$ cat config.mk
export PLATFORM = sky130hd
export DESIGN_NAME = seq_detect_ctrl_flat
export DESIGN_NICKNAME = d
export VERILOG_FILES = /design/src/rtl/seq_detect_ctrl_if.sv /design/src/rtl/seq_detect_ctrl.sv /design/src/flat_wrapper.sv
export SDC_FILE = /design/constraint.sdc
export NUM_CORES = 1
export LEC_CHECK = 0
export ABC_AREA = 1
export CORE_MARGIN = 8
export CORE_UTILIZATION = 45
export CTS_BUF_LIST = sky130_fd_sc_hd__clkbuf_8
export CTS_CLUSTER_SIZE = 10
export DETAILED_ROUTE_END_ITERATION = 10
export GPL_TIMING_DRIVEN = 0
export PLACE_DENSITY = 0.81
export SLEW_MARGIN = 10
export SYNTH_ARGS = -nofsm -noshare
export SYNTH_HDL_FRONTEND = slang
export SYNTH_SLANG_ARGS = --single-unit
$ cat constraint.sdc
create_clock -name clk -period 2.5 [get_ports clk]
set_input_delay 0.5 -clock clk [delete_from_list [all_inputs] [get_ports clk]]
set_output_delay 0.5 -clock clk [all_outputs]
set_load 0.02 [all_outputs]
$ cat src/rtl/seq_detect_ctrl_if.sv
// Configuration handshake bundle for seq_detect_ctrl.
// Carries cfg_timeout only when SEQ_DET_TIMEOUT_EN is defined.
interface seq_detect_ctrl_if #(
    parameter int PAT_W = 8,
    parameter int CNT_W = 8
`ifdef SEQ_DET_TIMEOUT_EN
    , parameter int TO_W = 8
`endif
);
    localparam int LEN_W = $clog2(PAT_W) + 1;

    logic             cfg_valid;
    logic             cfg_ready;
    logic [PAT_W-1:0] cfg_pattern;
    logic [LEN_W-1:0] cfg_len;
    logic             cfg_overlap;
    logic [CNT_W-1:0] cfg_target;
`ifdef SEQ_DET_TIMEOUT_EN
    logic [TO_W-1:0]  cfg_timeout;
`endif

    modport master (
        input  cfg_ready,
        output cfg_valid, cfg_pattern, cfg_len, cfg_overlap, cfg_target
`ifdef SEQ_DET_TIMEOUT_EN
        , cfg_timeout
`endif
    );

    modport slave (
        output cfg_ready,
        input  cfg_valid, cfg_pattern, cfg_len, cfg_overlap, cfg_target
`ifdef SEQ_DET_TIMEOUT_EN
        , cfg_timeout
`endif
    );
endinterface

$ cat src/rtl/seq_detect_ctrl.sv
// Run-time configurable serial sequence detector with match counter and target.
// Optional inactivity timeout is enabled by defining SEQ_DET_TIMEOUT_EN.
module seq_detect_ctrl #(
    parameter int PAT_W = 8,
    parameter int CNT_W = 8
`ifdef SEQ_DET_TIMEOUT_EN
    , parameter int TO_W = 8
`endif
) (
    input  logic             clk,
    input  logic             clear_n,
    seq_detect_ctrl_if.slave cfg,
    input  logic             start,
    input  logic             stop,
    input  logic             x,
    input  logic             x_valid,
    output logic             match,
    output logic [CNT_W-1:0] match_count,
    output logic             busy,
    output logic             done
`ifdef SEQ_DET_TIMEOUT_EN
    , output logic           timeout
`endif
);
    localparam int LEN_W = $clog2(PAT_W) + 1;
    localparam logic [LEN_W-1:0] LEN_MAX = LEN_W'(PAT_W);
    localparam logic [CNT_W-1:0] CNT_MAX = {CNT_W{1'b1}};

    typedef enum logic [1:0] {
        ST_IDLE = 2'd0,
        ST_RUN  = 2'd1,
        ST_DONE = 2'd2
    } state_t;

    state_t           state_r, state_nxt_s;
    logic             configured_r;
    logic [PAT_W-1:0] pat_r;
    logic [LEN_W-1:0] len_r;
    logic             ovl_r;
    logic [CNT_W-1:0] tgt_r;
    logic [PAT_W-1:0] hist_r;
    logic [LEN_W-1:0] fill_r;
    logic [CNT_W-1:0] count_r;
    logic             match_r, busy_r, done_r, ready_r;

    logic             do_cfg_s, do_start_s, sample_s, hit_s, tgt_hit_s, to_hit_s;
    logic [PAT_W-1:0] new_hist_s;
    logic [LEN_W-1:0] fill_inc_s, len_in_s;
    logic [CNT_W-1:0] cnt_inc_s;

    function automatic logic [PAT_W-1:0] len_mask(input logic [LEN_W-1:0] len);
        logic [PAT_W-1:0] m;
        m = '0;
        for (int i = 0; i < PAT_W; i++) begin
            m[i] = (i < int'(len));
        end
        return m;
    endfunction

    assign new_hist_s = {hist_r[PAT_W-2:0], x};
    assign fill_inc_s = fill_r + LEN_W'(1);
    assign cnt_inc_s  = (count_r == CNT_MAX) ? count_r : count_r + CNT_W'(1);
    assign len_in_s   = ((cfg.cfg_len == '0) || (cfg.cfg_len > LEN_MAX)) ? LEN_MAX : cfg.cfg_len;
    // stop outranks a simultaneous match, so it gates sampling entirely
    assign sample_s   = (state_r == ST_RUN) && x_valid && !stop;
    assign hit_s      = sample_s && (fill_inc_s >= len_r)
                        && (((new_hist_s ^ pat_r) & len_mask(len_r)) == '0);
    assign tgt_hit_s  = (tgt_r != '0) && (cnt_inc_s == tgt_r);

`ifdef SEQ_DET_TIMEOUT_EN
    logic [TO_W-1:0] to_r, to_cnt_r;
    logic            timeout_r;
    assign to_hit_s = sample_s && !hit_s && (to_r != '0) && ((to_cnt_r + TO_W'(1)) == to_r);
    assign timeout  = timeout_r;
`else
    assign to_hit_s = 1'b0;
`endif

    // Next-state and control strobes
    always_comb begin
        state_nxt_s = state_r;
        do_cfg_s    = 1'b0;
        do_start_s  = 1'b0;
        case (state_r)
            ST_IDLE: begin
                if (cfg.cfg_valid) begin
                    do_cfg_s = 1'b1;
                end else if (start && configured_r) begin
                    do_start_s  = 1'b1;
                    state_nxt_s = ST_RUN;
                end else begin
                    state_nxt_s = ST_IDLE;
                end
            end
            ST_RUN: begin
                if (stop) begin
                    state_nxt_s = ST_IDLE;
                end else if ((hit_s && tgt_hit_s) || to_hit_s) begin
                    state_nxt_s = ST_DONE;
                end else begin
                    state_nxt_s = ST_RUN;
                end
            end
            ST_DONE: begin
                if (stop) begin
                    state_nxt_s = ST_IDLE;
                end else if (start) begin
                    do_start_s  = 1'b1;
                    state_nxt_s = ST_RUN;
                end else begin
                    state_nxt_s = ST_DONE;
                end
            end
            default: state_nxt_s = ST_IDLE;
        endcase
    end

    // State, configuration, history and counter registers
    always_ff @(posedge clk or negedge clear_n) begin
        if (!clear_n) begin
            state_r      <= ST_IDLE;
            configured_r <= 1'b0;
            pat_r        <= '0;
            len_r        <= LEN_MAX;
            ovl_r        <= 1'b0;
            tgt_r        <= '0;
            hist_r       <= '0;
            fill_r       <= '0;
            count_r      <= '0;
            match_r      <= 1'b0;
            busy_r       <= 1'b0;
            done_r       <= 1'b0;
            ready_r      <= 1'b1;
        end else begin
            state_r <= state_nxt_s;
            ready_r <= (state_nxt_s == ST_IDLE);
            busy_r  <= (state_nxt_s == ST_RUN);
            done_r  <= (state_nxt_s == ST_DONE);
            match_r <= hit_s;
            if (do_cfg_s) begin
                configured_r <= 1'b1;
                pat_r        <= cfg.cfg_pattern;
                len_r        <= len_in_s;
                ovl_r        <= cfg.cfg_overlap;
                tgt_r        <= cfg.cfg_target;
            end
            if (do_start_s) begin
                count_r <= '0;
                hist_r  <= '0;
                fill_r  <= '0;
            end else if (sample_s) begin
                if (hit_s) begin
                    count_r <= cnt_inc_s;
                end
                if (hit_s && !ovl_r) begin
                    hist_r <= '0;
                    fill_r <= '0;
                end else begin
                    hist_r <= new_hist_s;
                    fill_r <= (fill_r == LEN_MAX) ? fill_r : fill_inc_s;
                end
            end
        end
    end

`ifdef SEQ_DET_TIMEOUT_EN
    // Inactivity counter: reloads on every match, fires DONE when it reaches the limit
    always_ff @(posedge clk or negedge clear_n) begin
        if (!clear_n) begin
            to_r      <= '0;
            to_cnt_r  <= '0;
            timeout_r <= 1'b0;
        end else begin
            if (do_cfg_s) begin
                to_r <= cfg.cfg_timeout;
            end
            if (do_start_s) begin
                to_cnt_r <= '0;
            end else if (sample_s) begin
                to_cnt_r <= hit_s ? '0 : to_cnt_r + TO_W'(1);
            end
            if (do_start_s || stop) begin
                timeout_r <= 1'b0;
            end else if (to_hit_s) begin
                timeout_r <= 1'b1;
            end
        end
    end
`endif

    assign cfg.cfg_ready = ready_r;
    assign match         = match_r;
    assign match_count   = count_r;
    assign busy          = busy_r;
    assign done          = done_r;
endmodule
$ cat src/flat_wrapper.sv
// flat-port wrapper written by rule: the top's interface ports become plain ports
module seq_detect_ctrl_flat 
#(
    parameter int PAT_W = 8,
    parameter int CNT_W = 8

)
  (clk, clear_n, start, stop, x, x_valid, match, match_count, busy, done, cfg_cfg_ready, cfg_cfg_valid, cfg_cfg_pattern, cfg_cfg_len, cfg_cfg_overlap, cfg_cfg_target);
  seq_detect_ctrl_if #(.PAT_W(PAT_W), .CNT_W(CNT_W)) cfg_i ();
  input  logic clk;
  input  logic clear_n;
  input  logic start;
  input  logic stop;
  input  logic x;
  input  logic x_valid;
  output logic match;
  output logic [CNT_W-1:0] match_count;
  output logic busy;
  output logic done;
  output wire logic [$bits(cfg_i.cfg_ready)-1:0] cfg_cfg_ready;
  input wire logic [$bits(cfg_i.cfg_valid)-1:0] cfg_cfg_valid;
  input wire logic [$bits(cfg_i.cfg_pattern)-1:0] cfg_cfg_pattern;
  input wire logic [$bits(cfg_i.cfg_len)-1:0] cfg_cfg_len;
  input wire logic [$bits(cfg_i.cfg_overlap)-1:0] cfg_cfg_overlap;
  input wire logic [$bits(cfg_i.cfg_target)-1:0] cfg_cfg_target;
  assign cfg_cfg_ready = cfg_i.cfg_ready;
  assign cfg_i.cfg_valid = cfg_cfg_valid;
  assign cfg_i.cfg_pattern = cfg_cfg_pattern;
  assign cfg_i.cfg_len = cfg_cfg_len;
  assign cfg_i.cfg_overlap = cfg_cfg_overlap;
  assign cfg_i.cfg_target = cfg_cfg_target;
  seq_detect_ctrl #(.PAT_W(PAT_W), .CNT_W(CNT_W)) u_core (.clk(clk), .clear_n(clear_n), .cfg(cfg_i), .start(start), .stop(stop), .x(x), .x_valid(x_valid), .match(match), .match_count(match_count), .busy(busy), .done(done));
endmodule
# After elaboration in Yosys (flattened, before gate mapping)
# Index checks and enable logic that the tools add are counted.
# totals
reg_bits	47
in_bits	28
out_inout_bits	12
word_cells	81
# op_classes
addsub	2
magnitude_cmp	10
eq_ne	8
mux	26
bitwise_logic	2
reduce_logical	20
# op_table
op	n
two-way mux 8 bit	4
two-way mux 7 bit	3
two-way mux 4 bit	5
less-than comparator 3 x 4 -> 1 bit (first input constant)	4
two-way mux 2 bit	5
adder 8 x 1 -> 8 bit (second input constant)	1
AND 8 bit	1
equality test 8 bit	1
equality test 8 bit (second input constant)	1
logical AND 1 bit	8
logical NOT 8 bit	1
less-than comparator 1 x 4 -> 1 bit (first input constant)	2
less-than comparator 2 x 4 -> 1 bit (first input constant)	2
nonzero test 8 bit	1
bitwise XOR 8 bit	1
two-way mux 1 bit	7
case mux 2 bit (3 select lines)	1
adder 4 x 1 -> 4 bit (second input constant)	1
equality test 2 x 1 -> 1 bit (second input constant)	2
equality test 2 bit (second input constant)	2
equality test 4 bit (second input constant)	1
>= comparator 4 bit	1
> comparator 4 bit (second input constant)	1
logical NOT 2 bit	2
other kinds (7)	10

# Logic depth before layout (Yosys ltp)
# logic_depth
ltp_word	10
mapped_depth	16
mapped_depth_nobuf	16

# Worst setup path before layout
# Ideal clock, no wire load.
# synth_timing
kind	register -> register
start	reg u_core.fill_r[0]
end	reg u_core.fill_r[3]
setup_time_ns	0.121
arrival_time_ns	1.950
t_required_ns	2.379
setup_slack_ns	0.429
path_stages_with_launch	17
n_path_buf	0
synth_period_minus_slack_ns	2.071
cell_sequence	dfrtp_1 > inv_1 > ha_1 > ha_1 > inv_1 > o21bai_1 > nand2_1 > nand3_1 > nand2_1 > inv_1 > nand3_2 > nor2_2 > inv_1 > nand2_1 > nand2_1 > nand2_1 > o21ai_1
# synth_between
elab_chain_cells	8
word_cells_on_any_way	12
cone_classes	add/sub: 1; order compare: 1; eq/ne: 2; mux: 4; reduce/logical: 4
# synth_rtl
item	line_no	text
start: declaration	seq_detect_ctrl.sv:42	logic [LEN_W-1:0] fill_r;
start signal: assignment	seq_detect_ctrl.sv:160	fill_r <= (fill_r == LEN_MAX) ? fill_r : fill_inc_s;
adder 4 x 1 -> 4 bit	seq_detect_ctrl.sv:61	assign fill_inc_s = fill_r + LEN_W'(1);
>= comparator 4 bit	seq_detect_ctrl.sv:66	assign hit_s = sample_s && (fill_inc_s >= len_r)
logical AND 1 bit	seq_detect_ctrl.sv:66	
logical AND 1 bit	seq_detect_ctrl.sv:67	&& (((new_hist_s ^ pat_r) & len_mask(len_r)) == '0);
logical AND 1 bit	seq_detect_ctrl.sv:155	if (hit_s && !ovl_r) begin
two-way mux 4 bit	seq_detect_ctrl.sv:155	
two-way mux 4 bit	seq_detect_ctrl.sv:151	end else if (sample_s) begin
two-way mux 4 bit	seq_detect_ctrl.sv:147	if (do_start_s) begin
# Parallel ways exist; a longest one is shown, timed or not. The select of a mux whose other input is x is not followed.
# A chain may end at the register's enable or synchronous reset.

# Final worst setup path
# Ends and elaborated chain as after synthesis.

==> summary.md <==
| Metric | Value |
|---|---|
| Die X | `between 90 and 100 µm` |
| CP Class | `reg2reg` |
| Clk_lat worst skew | `just under 0.3 ns` |
| Post-DP HPWL | `about 4700 µm` |
| GRT Overall Usage | `between 10% and 20%` |
| Peak VDD IR | `around 0.36 mV` |
| Period minus WS final | `2.35 ns` |
| Placed cells | `around 450` |
| Synth Area per Inst | `7.70 µm²` |
| Die area | `~8400 µm²` |
| Required time of the critical path | `roughly 2.7 ns` |
| P_leak | `approximately 1.6 nW` |
| Syn Inst Count | `~340` |
| Post-synth cell types | `29` |
| Rel. slew slack | `about 64%` |
| CTS tree | `done` |
| Worst Setup Start Kind | `register` |
| Pre-antenna DRT Iters | `4` |
| Power Density | `roughly 550 nW/µm²` |
| Max H-tree Level | `2` |
| Post-Layout Cell Count | `~460` |
| Highest clock rate | `425 MHz` |
| Clock transition at the registers of the reported paths | `0.08 ns` |
| Clock Power Share | `25.5%` |
| Worst reg-to-reg setup slack | `0.15 ns` |
| Seq. cell area | `between 1000 and 1500 µm²` |
| First-pass GRT wire length | `10300 µm` |
| Final cycle utilization of the critical path | `a little over nine tenths` |
| Sw Share | `30.4%` |
| Worst slack at placement | `between 0.1 and 0.15 ns` |
| # fillers | `approximately 510` |
| Routed WL per cell | `13.2 µm` |
| Synthesized Nets | `371` |
| Final WS setup | `between 0.1 and 0.15 ns` |
| Post-DRT Antenna Nets | `0` |
| Sequential power share | `51.0%` |
| Critical Path End Type | `register` |
| Critical path peak fanout | `5` |
| Yosys warning total | `0` |
| Setup Total Neg Slack | `0 ns` |
| Setup violators final | `0` |
| Io pins | `40` |
| Chip height | `around 90 µm` |
| Comb power frac | `a little under a quarter` |
| Via Count | `between 2000 and 2500` |
| Status | `complete, no violations` |
| Core area | `5540 µm²` |
| Routability congestion estimate | `around 0.87` |
| Area of the multi-input gates | `roughly 1200 µm²` |
| Diodes inserted | `0` |
| Largest net degree at the start of global routing | `27` |
| Effective utilization at floorplan | `between 40% and 50%` |
| Type of the tightest min-delay check | `in2async` |
| Arrival @ worst endpoint | `about 2.5 ns` |
| Final nets | `roughly 420` |
| Area growth syn-to-layout | `24.4%` |
| Input/output buffers | `39` |
| Via density per instance | `5.06` |
| Slew Viols, Final | `0` |
| Final hold vios | `0` |
| Worst-case clock buffer depth | `2` |
| TritonCTS buffer count | `5` |
| Setup Skew | `around 0.0047 ns` |
| Hold Buf Count CTS | `0` |
| Overflow after GRT | `0` |
| Netlist Area Pre-Place | `around 2600 µm²` |
| Yosys reg bits | `47` |
| Layout cells sized above 1 | `under 10%` |
| DRC viols | `0` |
| NetSw | `around 0.54 mW` |
| Internal power | `about 1.2 mW` |
| Max_cap viols | `0` |
| Num rows | `27` |
| Clock sink total | `47` |
| Sequential area share after synthesis | `about 46%` |
| Worst slew pin tran | `approximately 0.54 ns` |
| Vias in the first global route | `approximately 2300` |
| Initial antenna violation count | `0` |
| Clock root buffer | `clkbuf_8` |
| First DRT Iteration DRCs | `158` |
| Wirelength, routed | `around 6000 µm` |
==> synth_stat cells (all sizes together) <==
library cell	number	area, µm²
xor2	9	78.8
nand4	3	18.8
nand3b	3	22.5
nand2	119	469
dfstp	2	52.6
ha	7	87.6
nor3	2	15.0
xnor2	3	26.3
dfrtp	45	1130
buf	2	15.0
or2	1	6.26
clkbuf	3	11.3
o22ai	8	50.1
o21bai	2	15.0
nor2	23	118
o21ai	22	110
nand3	34	180
a21oi	4	20.0
inv	44	165
==> placed cells by master, fill, tap and decap left out, types with 6 or more instances in the layout <==
master and count:
inv_1 43, nand2_1 112, nand3_1 32, nand2_2 6, ha_1 7, xor2_1 9
o21ai_0 19, clkbuf_8 6, clkdlybuf4s50_1 38, o22ai_1 8, nor2_1 18, dfrtp_1 45
==> power groups by stage <==
stage	combinational, mW	clock (mW)	sequential [mW]
2_1_floorplan	0.255	0	0.906
3_3_place_gp	0.381	0	0.911
3_5_place_dp	0.404	0	0.916
4_1_cts	0.406	0.464	0.900
5_1_grt	0.474	0.504	0.911
6_report	0.415	0.452	0.902
==> state kept, by name (all words and copies together) (netlist names) <==
name / flops
u_core.len_r: 4
u_core.done: 1
u_core.match: 1
u_core.configured_r: 1
u_core.state_r: 2
u_core.hist_r: 7
u_core.cfg.cfg_ready: 1
u_core.pat_r: 8
u_core.tgt_r: 8
u_core.busy: 1
u_core.match_count: 8
u_core.fill_r: 4
u_core.ovl_r: 1
==> kinds of logic after synthesis <==
kind of cell | after synthesis | share of synthesized area (%)
adders and majority gates | 7 | 3.38
buffers and inverters | 49 | 7.40
and+or+nand+nor | 185 | 32.1
xor gates and xnor gates | 12 | 4.06
DFF | 47 | 45.6
AOI/OAI and AO/OA | 36 | 7.54
==> final cells by class <==
cell class | count | area share [%]
Buffer | 5 | 0.816
Clock inverter | 1 | 0.156
Clock buffer | 6 | 2.57
Timing Repair Buffer | 44 | 13.5
Tap cell | 72 | 2.80
Multi-Input combinational cell | 240 | 38.4
Inverter | 44 | 5.13
Sequential cell | 47 | 36.6
==> worst max-delay path, stage by stage, from the launching register on <==
cell and delay [ns]:
dfrtp_1 0.44, inv_1 0.09, ha_1 0.32, ha_1 0.31
inv_1 0.04, o21bai_1 0.12, nand2_1 0.06, nand3_1 0.06
nand2_1 0.05, inv_1 0.10, nand3_4 0.11, nor2_4 0.16
inv_1 0.07, nand2_1 0.06, nand2_1 0.12, nand2_1 0.09
o21ai_1 0.06
==> what timing repair did <==
action / in CTS / in global routing
setup endpoints to repair: 0 / 10
resized for setup: 0 / 3
setup buffers: 0 / 4
==> metrics by stage <==
| stage | utilization, % | hold slack, ns | instance area (µm²) | total power, mW |
|---|---|---|---|---|
| 3_5_place_dp | 55.6 | 0.490 | 3080 | 1.32 |
| 5_1_grt | 58.1 | 0.205 | 3220 | 1.89 |
| 4_1_cts | 57.2 | 0.190 | 3170 | 1.77 |
| 6_report | 58.1 | 0.182 | 3220 | 1.77 |
| 3_3_place_gp | 55.4 | 0.473 | 3070 | 1.29 |
| 2_1_floorplan | - | 0.204 | 2590 | 1.16 |
==> final timing paths <==
kind                                                   start                                end  cells after the start
worst max-delay path            u_core.fill_r[0]$_DFFE_PN0P_       u_core.fill_r[3]$_DFFE_PN0P_                     16
worst min-delay path                                 clear_n  u_core.match_count[7]$_DFFE_PN0P_                      1
worst max register to register  u_core.fill_r[0]$_DFFE_PN0P_       u_core.fill_r[3]$_DFFE_PN0P_                     16
worst min register to register   u_core.pat_r[1]$_DFFE_PN0P_        u_core.pat_r[1]$_DFFE_PN0P_                      2
max in group asynchronous                            clear_n        u_core.len_r[3]$_DFFE_PN1P_                      2
min in group clk                 u_core.pat_r[1]$_DFFE_PN0P_        u_core.pat_r[1]$_DFFE_PN0P_                      2
==> per-layer routing <==
layer	routed length (µm)	track usage, %	share of wire [%]
met5	0	0	0
met4	45	3.22	0.74
met3	284	3.67	4.7
met2	3000	24.9	50
met1	2710	18.1	45
(Power assumes the default switching activity.)
